===== src/rtl/mem_lsu_queue.sv =====
// MEM-stage load/store unit: issues sram_like requests, keeps up to DEPTH ops in flight in program
// order, extends load data, flags misaligned accesses and retires through a valid/ready port.
module mem_lsu_queue #(
    parameter int          DEPTH     = 4,
    parameter int          TAG_W     = 5,
    parameter logic [31:0] ADDR_MASK = 32'h1fffffff
) (
    input  logic             clk,
    input  logic             reset,
    input  logic             in_valid,
    output logic             in_ready,
    input  logic             in_load,
    input  logic             in_store,
    input  logic [1:0]       in_size,
    input  logic             in_unsigned,
    input  logic [31:0]      in_addr,
    input  logic [31:0]      in_wdata,
    input  logic             in_wen,
    input  logic [TAG_W-1:0] in_wdest,
    input  logic [31:0]      in_pc,
    input  logic             cancel,
    output logic             out_valid,
    input  logic             out_ready,
    output logic [31:0]      out_result,
    output logic             out_wen,
    output logic [TAG_W-1:0] out_wdest,
    output logic [31:0]      out_pc,
    output logic             out_adel,
    output logic             out_ades,
    output logic [31:0]      out_badvaddr,
    output logic             data_req,
    output logic             data_wr,
    output logic [1:0]       data_size,
    output logic [31:0]      data_addr,
    output logic [31:0]      data_wdata,
    input  logic [31:0]      data_rdata,
    input  logic             data_addr_ok,
    input  logic             data_data_ok
);

    localparam int PW = $clog2(DEPTH);
    localparam int CW = PW + 1;
    localparam int DW = PW + 4;

    // Handshakes: an op moves on in_valid & in_ready, a result on out_valid & out_ready,
    // a bus request on data_req & data_addr_ok; data_data_ok returns responses in request order.

    logic [31:0]      e_result [DEPTH];
    logic [31:0]      e_pc     [DEPTH];
    logic [31:0]      e_bad    [DEPTH];
    logic [TAG_W-1:0] e_wdest  [DEPTH];
    logic [1:0]       e_size   [DEPTH];
    logic [DEPTH-1:0] e_done, e_wen, e_adel, e_ades, e_load, e_uns;

    logic [PW-1:0] head, tail;
    logic [CW-1:0] count;

    // Indices of issued-but-unanswered memops, oldest first.
    logic [PW-1:0] rq [DEPTH];
    logic [PW-1:0] rq_rp, rq_wp;
    logic [CW-1:0] owed;
    logic [DW-1:0] discard;

    logic [1:0]    size_eff;
    logic          mis, memop, full, push, pop, drop, resp;
    logic [PW-1:0] rslot;
    logic [1:0]    rlo;
    logic [7:0]    rbyte;
    logic [15:0]   rhalf;
    logic [31:0]   load_val;

    assign size_eff = (in_size == 2'd3) ? 2'd2 : in_size;
    assign mis      = ((size_eff == 2'd1) & in_addr[0]) |
                      ((size_eff == 2'd2) & (in_addr[1:0] != 2'b00));
    assign memop    = (in_load | in_store) & ~mis;
    assign full     = (count == CW'(DEPTH));

    assign data_req  = in_valid & memop & ~full & ~cancel;
    assign in_ready  = ~full & ~cancel & (~memop | data_addr_ok);
    assign data_wr   = in_store;
    assign data_size = size_eff;
    assign data_addr = in_addr & ADDR_MASK;

    always_comb begin
        data_wdata = in_wdata;
        case (size_eff)
            2'd0:    data_wdata = {4{in_wdata[7:0]}};
            2'd1:    data_wdata = {2{in_wdata[15:0]}};
            default: data_wdata = in_wdata;
        endcase
    end

    assign push      = in_valid & in_ready;
    assign out_valid = (count != '0) & e_done[head];
    assign pop       = out_valid & out_ready;
    assign drop      = data_data_ok & (discard != '0);
    assign resp      = data_data_ok & (discard == '0) & (owed != '0);

    assign out_result   = e_result[head];
    assign out_wen      = e_wen[head];
    assign out_wdest    = e_wdest[head];
    assign out_pc       = e_pc[head];
    assign out_adel     = e_adel[head];
    assign out_ades     = e_ades[head];
    assign out_badvaddr = e_bad[head];

    // Lane extraction uses the low address bits of the unmasked virtual address.
    always_comb begin
        rslot = rq[rq_rp];
        rlo   = e_bad[rslot][1:0];
        rbyte = data_rdata[{rlo, 3'b000} +: 8];
        rhalf = data_rdata[{rlo[1], 4'b0000} +: 16];
        load_val = data_rdata;
        case (e_size[rslot])
            2'd0:    load_val = e_uns[rslot] ? {24'd0, rbyte} : {{24{rbyte[7]}}, rbyte};
            2'd1:    load_val = e_uns[rslot] ? {16'd0, rhalf} : {{16{rhalf[15]}}, rhalf};
            default: load_val = data_rdata;
        endcase
    end

    always_ff @(posedge clk) begin
        if (reset) begin
            head    <= '0;
            tail    <= '0;
            count   <= '0;
            rq_rp   <= '0;
            rq_wp   <= '0;
            owed    <= '0;
            discard <= '0;
            e_done  <= '0;
            e_wen   <= '0;
            e_adel  <= '0;
            e_ades  <= '0;
            e_load  <= '0;
            e_uns   <= '0;
            for (int i = 0; i < DEPTH; i++) begin
                e_result[i] <= '0;
                e_pc[i]     <= '0;
                e_bad[i]    <= '0;
                e_wdest[i]  <= '0;
                e_size[i]   <= '0;
                rq[i]       <= '0;
            end
        end else if (cancel) begin
            // Everything still owed by the bus becomes a response to swallow.
            head    <= '0;
            tail    <= '0;
            count   <= '0;
            rq_rp   <= '0;
            rq_wp   <= '0;
            owed    <= '0;
            discard <= discard + DW'(owed) - DW'(drop | resp);
        end else begin
            if (push) begin
                e_result[tail] <= in_addr;
                e_pc[tail]     <= in_pc;
                e_bad[tail]    <= in_addr;
                e_wdest[tail]  <= in_wdest;
                e_size[tail]   <= size_eff;
                e_done[tail]   <= ~memop;
                e_wen[tail]    <= in_wen & ~mis;
                e_adel[tail]   <= mis & in_load;
                e_ades[tail]   <= mis & in_store;
                e_load[tail]   <= in_load;
                e_uns[tail]    <= in_unsigned;
                tail           <= tail + PW'(1);
                if (memop) begin
                    rq[rq_wp] <= tail;
                    rq_wp     <= rq_wp + PW'(1);
                end
            end
            if (resp) begin
                e_done[rslot] <= 1'b1;
                if (e_load[rslot])
                    e_result[rslot] <= load_val;
                rq_rp <= rq_rp + PW'(1);
            end
            if (drop)
                discard <= discard - DW'(1);
            if (pop)
                head <= head + PW'(1);
            count <= count + CW'(push) - CW'(pop);
            owed  <= owed + CW'(push & memop) - CW'(resp);
        end
    end

endmodule


===== config.mk =====
export PLATFORM = sky130hd
export DESIGN_NAME = mem_lsu_queue
export DESIGN_NICKNAME = d
export VERILOG_FILES = /design/src/rtl/mem_lsu_queue.sv
export SDC_FILE = /design/constraint.sdc
export NUM_CORES = 1
export LEC_CHECK = 0
export BUFFER_PORTS_ARGS = -buffer_cell sky130_fd_sc_hd__buf_2
export CORE_MARGIN = 5
export CORE_UTILIZATION = 25
export DETAILED_ROUTE_END_ITERATION = 6
export SKIP_CTS_REPAIR_TIMING = 1
export SLEW_MARGIN = 25
export SYNTH_ARGS = -nofsm -noshare
export SYNTH_HDL_FRONTEND = slang
export SYNTH_SLANG_ARGS = --single-unit
export TNS_END_PERCENT = 10

===== constraint.sdc =====
create_clock -name clk -period 3.7 [get_ports clk]
set_clock_uncertainty 0.05 [all_clocks]
set_input_delay 0.37 -clock clk [delete_from_list [all_inputs] [get_ports clk]]
set_output_delay 0.37 -clock clk [all_outputs]
set_load 0.1 [all_outputs]

# Word-level counts from Yosys, hierarchy flattened
# Memory sizes are Yosys's and may differ from the RTL's. A register that Yosys moved wholly into a read port is not among the register bits.
# Index checks and enable logic that the tools add are counted.
dict set report classes {
  addsub 11
  magnitude_cmp 5
  eq_ne 5
  n_shift 2
  n_mux 80
  bitwise 27
  reduce_logical 20
}
# operator n
set ops {}
lappend ops {{two-way mux 32 bit} 6}
lappend ops {{case mux 32 bit (2 select lines)} 2}
lappend ops {{OR reduction 32 bit} 4}
lappend ops {{two-way mux 2 bit} 20}
lappend ops {{variable part select 32 x 6 -> 16 bit} 1}
lappend ops {{variable part select 32 x 6 -> 8 bit} 1}
lappend ops {{two-way mux 1 bit} 31}
lappend ops {{bitwise mux 4 bit} 6}
lappend ops {{bitwise AND 1 bit} 18}
lappend ops {{two-way mux 4 bit} 4}
lappend ops {{binary-select mux 1 bit (select 2 bit)} 6}
lappend ops {{two-way mux 6 bit} 2}
lappend ops {{less-than comparator 2 x 3 -> 1 bit, second input constant} 3}
lappend ops {{adder 2 x 1 -> 2 bit, second input constant} 4}
lappend ops {{adder 3 x 1 -> 3 bit} 2}
lappend ops {{adder 6 x 3 -> 6 bit} 1}
lappend ops {{logical NOT 6 bit} 1}
lappend ops {{nonzero test 3 bit} 2}
lappend ops {{nonzero test 6 bit} 1}
lappend ops {{OR reduction 2 bit} 3}
lappend ops {{subtractor 3 x 1 -> 3 bit} 2}
lappend ops {{subtractor 6 x 1 -> 6 bit} 1}
lappend ops {{subtractor 6 x 1 -> 6 bit, second input constant} 1}
lappend ops {{two-way mux 5 bit} 1}
lappend ops {{13 further kinds} 27}
dict set report totals {
  reg_bits 44
  ramBits 420
  in_bits 146
  word_cells 169
  mem_count 6
}
# memory words width read_ports rd_clocked_by_memory_dff write_ports line
set mem_list {}
lappend mem_list {e_bad 4 32 2 1 4 50} ;# logic [31:0] e_bad [DEPTH];
lappend mem_list {e_pc 4 32 1 1 4 49} ;# logic [31:0] e_pc [DEPTH];
lappend mem_list {e_result 4 32 1 1 4 48} ;# logic [31:0] e_result [DEPTH];
lappend mem_list {e_wdest 4 5 1 1 4 51} ;# logic [TAG_W-1:0] e_wdest [DEPTH];
lappend mem_list {e_size 4 2 1 0 4 52} ;# logic [1:0] e_size [DEPTH];
lappend mem_list {rq 4 2 1 1 4 59} ;# logic [PW-1:0] rq [DEPTH];

# Longest topological paths before layout
dict set report depth {
  ltp_word 17
  depth_mapped 16
}

# Worst setup path after synthesis
# Ideal clock, no wire load.
dict set report synth_path {
  path_kind {input to register}
  startpoint {in in_addr[0]}
  endpoint {reg owed[2]}
  setup_ns 0.128
  arrival_ns 3.925
  required_ns 3.522
  path_slack_ns -0.403
  stages 12
  cell_sequence {or2_2 > a21o_1 > nor2b_1 > and2_1 > clkbuf_1 > inv_1 > ha_1 > inv_1 > ha_1 > fa_1 > xnor2_1 > nor2_1}
}
dict set report synth_via {
  elab_chain_cells 12
}
# item line
set synth_rtl {}
lappend synth_rtl {{from (decl)} 16} ;# input logic [31:0] in_addr,
lappend synth_rtl {{nonzero test 2 bit} 74} ;# ((size_eff == 2'd2) & (in_addr[1:0] != 2'b00));
lappend synth_rtl {{bitwise AND 1 bit} 74}
lappend synth_rtl {{bitwise OR 1 bit (*)} 73} ;# assign mis = ((size_eff == 2'd1) & in_addr[0]) |
lappend synth_rtl {{NOT 1 bit (*)} 75} ;# assign memop = (in_load | in_store) & ~mis;
lappend synth_rtl {{bitwise AND 1 bit (*)} 75}
lappend synth_rtl {{NOT 1 bit} 79} ;# assign in_ready = ~full & ~cancel & (~memop | data_addr_ok);
lappend synth_rtl {{bitwise OR 1 bit} 79}
lappend synth_rtl {{bitwise AND 1 bit} 79}
lappend synth_rtl {{bitwise AND 1 bit} 93} ;# assign push = in_valid & in_ready;
lappend synth_rtl {{bitwise AND 1 bit (*)} 183} ;# owed <= owed + CW'(push & memop) - CW'(resp);
lappend synth_rtl {{adder 3 x 1 -> 3 bit (*)} 183}
lappend synth_rtl {{subtractor 3 x 1 -> 3 bit (*)} 183}
lappend synth_rtl {{to (signal assigned)} 183}
lappend synth_rtl {{to (decl)} 61} ;# logic [CW-1:0] owed;
# Every way passes the cells marked *; elsewhere a longest branch is shown, timed or not.
# A chain may end at the register's enable or synchronous reset.

==> results.py <==
metrics = {
    "finish": {
        "area.sequential_um2": 13580,
        "multi_input_comb_area_um2": 8528,
        "syn_to_final_growth_pct": 19.65,
        "layout.filler_cells": 9282,
        "final_layout_size_suffix_gt1_share_pct": 29.83,
        "final_core_util_pct": 30.05,
        "nets": 2164,
    },
    "run": {
        "cap_violations": 0,
    },
    "worst_setup_path": {
        "worst-setup-path-type": "register to register",
        "worst_ep_required_time_ns": 4.06,
        "slowest_delay_ns": 0.63,
        "cp.arrival_ns": 3.72,
        "timing.critical_path.cells": "mux4_2 > mux2i_1 > mux2_2 > and2_1 > mux2i_4 > nand2_2 > a31oi_1",
        "critical_path_peak_fanout": 32,
        "slack_of_the_worst_reg_to_reg_path_ns": 0.34,
        "cp-start-kind": "register",
        "setup_crit_end_kind": "register",
        "critical-path-slowest-cell": "mux4_2",
        "cp.buffers_inverters": 0,
        "cpLargestDelayFamily": "multiplexers",
    },
    "pwr": {
        "sw_share_pct": 29.17,
        "power.combinational.fraction_pct": 17.0,
        "static-leakage-power_nw": 10.25,
        "power_switching_mw": 3.919,
        "vdd_ir_drop_max_mv": 0.3461,
        "cellPowerDensity_nw_per_um2": 489.2,
        "power_mw": 13.43,
        "seqPwrFrac_pct": 45.2,
        "clock_power_share_pct": 37.7,
        "cell_internal_pwr_mw": 9.515,
    },
    "grt": {
        "grt_first_pass_wirelength_um": 104700,
        "gr-usage-all-layers_pct": 14.22,
        "antenna_violations_before_repair": 25,
        "via_count_of_the_first_global_routing_pass": 15220,
        "grt-ovfl-total": 0,
        "largest_net_degree_at_the_start_of_global_routing": 72,
    },
    "clocking": {
        "tritoncts": "built",
        "cts.clk_slew.worst_paths_ns": 0.06,
        "cts-htree-levels": 2,
        "clk_lat_worst_skew_ns": 0.60,
        "cts_inserted_buffers": 51,
        "max-clock-path-buffers": 3,
        "cts_root_buffer": "clkbuf_16",
        "cts.sink_count": 468,
    },
    "yosys": {
        "asyncSetResetFlopFracSynth_pct": 0,
        "synth-edff-count": 420,
        "synth_cell_type_count": 66,
        "ys_warn_count": 0,
        "seq_area_frac_synth_pct": 59.13,
        "avgSynthCellArea_um2": 13.24,
        "yosys_most_used_dff": "edfxtp_1",
        "postSynthRegisterBits": 468,
        "total_standard_cell_area_after_synthesis_um2": 22950,
        "number_of_instances_in_the_synthesized_netlist": 1734,
    },
    "route": {
        "detailedRoute.firstPassIterationCount": 5,
        "first_iter_violations": 1403,
        "num_vias": 15160,
        "route.detailed.drc": 0,
        "detail_route.wl_per_cell_um": 22.34,
        "post_drt_via_cell_ratio": 4.688,
        "drt.antenna.violating_nets": 0,
        "postRouteWirelength_um": 72240,
    },
    "floorplan": {
        "floorplan.die_area_um2": 97980,
        "floorplan.initialDensity_pct": 25.12,
        "die_width_um": 313.0,
        "ioPinCount": 320,
        "core.rowCount": 111,
        "core_outline_area_um2": 91390,
        "die_h_um": 313.0,
    },
    "sta": {
        "tightestPinTransition_ns": 1.016,
        "finalMaxSlewViolations": 0,
        "maxSlewHeadroom_pct": 32.28,
        "report.final.hold_viol_count": 0,
        "timing.final.crit_period_ns": 3.356,
        "report.final.setup_viol": 0,
        "min_period_over_period_pct": 90.71,
        "timing.fmax_ghz": 0.2980,
        "tns_ns": 0,
        "unrepaired_setup_endpoints_after_global_routing": "false",
    },
    "placement": {
        "dp_wirelength_um": 48960,
        "placement.io_buffers": 316,
        "finalWeightedCongestion": 0.8282,
    },
    "min_path": {
        "timing.hold.worst.class": "input port to register",
    },
    "run_status": {
        "run_status": "completed",
    },
}
logic make-up (layout without fill, tap and decap cells):
family,Yosys count,in the layout,synth area share [%]
AOI/OAI and AO/OA,230,230,6.072
DFF,468,468,59.13
xor gates and xnor gates,20,20,0.7631
and+or+nand+nor,616,616,14.43
muxes,185,185,14.25
buffers and inverters,192,491,4.039
other,1,15,0.01634
adders and majority gates,22,22,1.297
registers in the layout, indices dropped and copies added (netlist names), named ones only:
name / flops
rq: 8
rq_rp: 2
e_wen: 4
e_done: 4
e_bad: 128
owed: 3
discard: 6
e_adel: 4
head: 2
e_load: 4
e_ades: 4
e_pc: 128
count: 3
e_result: 128
rq_wp: 2
e_wdest: 20
e_uns: 4
tail: 2
e_size: 8
power groups by stage:
stage          Clock, mW  Combinational (mW)  Sequential, mW
5_1_grt             5.40                2.44            6.10
4_1_cts             5.18                2.31            6.08
3_5_place_dp           0                2.31            6.19
2_1_floorplan          0                1.74            6.16
6_report            5.07                2.29            6.08
3_3_place_gp           0                2.30            6.18
metal layers:
layer | share of wire (%) | vias to the layer above | GRT usage (%)
met1 | 42 | 7543 | 19.31
li1 | - | 6934 | -
met2 | 46 | 565 | 22.80
met3 | 9.3 | 97 | 4.410
met4 | 1.8 | 18 | 2.523
met5 | 0.15 | - | 0
cell usage after synthesis (11+ instances only):
master	instances	area share, %
edfxtp_1	420	55
nand3_1	58	1.3
buf_2	11	0.24
a31oi_1	32	0.87
buf_4	42	1.4
inv_1	30	0.49
mux2_2	25	1.2
xnor2_1	14	0.53
clkbuf_1	88	1.4
dfxtp_1	48	4.2
and3_1	15	0.41
nand2_1	115	1.9
mux2i_1	47	2.0
mux4_2	107	10
o21ai_1	13	0.28
nor2_1	81	1.3
and2_1	293	8.0
ha_1	19	1.0
a21oi_1	59	1.3
o21ai_0	64	1.4
buf_1	18	0.29
through the flow:
step	setup slack (ns)	instance area, um^2	instances	hold WS, ns
floorplan	0.002622	22970	1736	0.3831
global placement	0.4797	25800	3129	0.3895
detailed placement	0.4083	25800	3129	0.3979
CTS	0.3916	27440	3221	-0.01342
global route	0.07256	27440	3221	0.003617
finish	0.3437	27470	3233	0.02515
final timing paths:
kind	startpoint	to	cells past startpoint
min reg2reg	e_wen[1]	e_wen[1]	2
max	register	e_result[3][16]	7
min	in_unsigned	e_uns[0]	3
max reg2reg	register	e_result[3][16]	7
cells in the final DEF, fill, tap and decap left out, drive strengths merged, types with 58 or more instances in the layout:
cell type,netlist,layout
edfxtp,420,420
buf,74,369
and2,294,294
nand2,117,117
mux4,107,107
nor2,82,82
o21ai,77,77
clkbuf,88,66
a21oi,59,59
nand3,58,58
worst register-to-register path: cells and delay by family (launching register included):
kind	cells	cell delay [ns]
simple gates	2	0.67
mux	4	1.76
compound gates	1	0.34
flops	1	0.37
cell type report:
type                       instances  area share, %
inverter                          30         0.4100
multi-input combinational       1076          31.05
timing repair buffer             369          7.617
tap                             1186          5.403
antenna                           12         0.1093
clock buffer                      66          4.929
clock inverter                    26          1.034
sequential                       468          49.45
(Power assumes the default switching activity.)
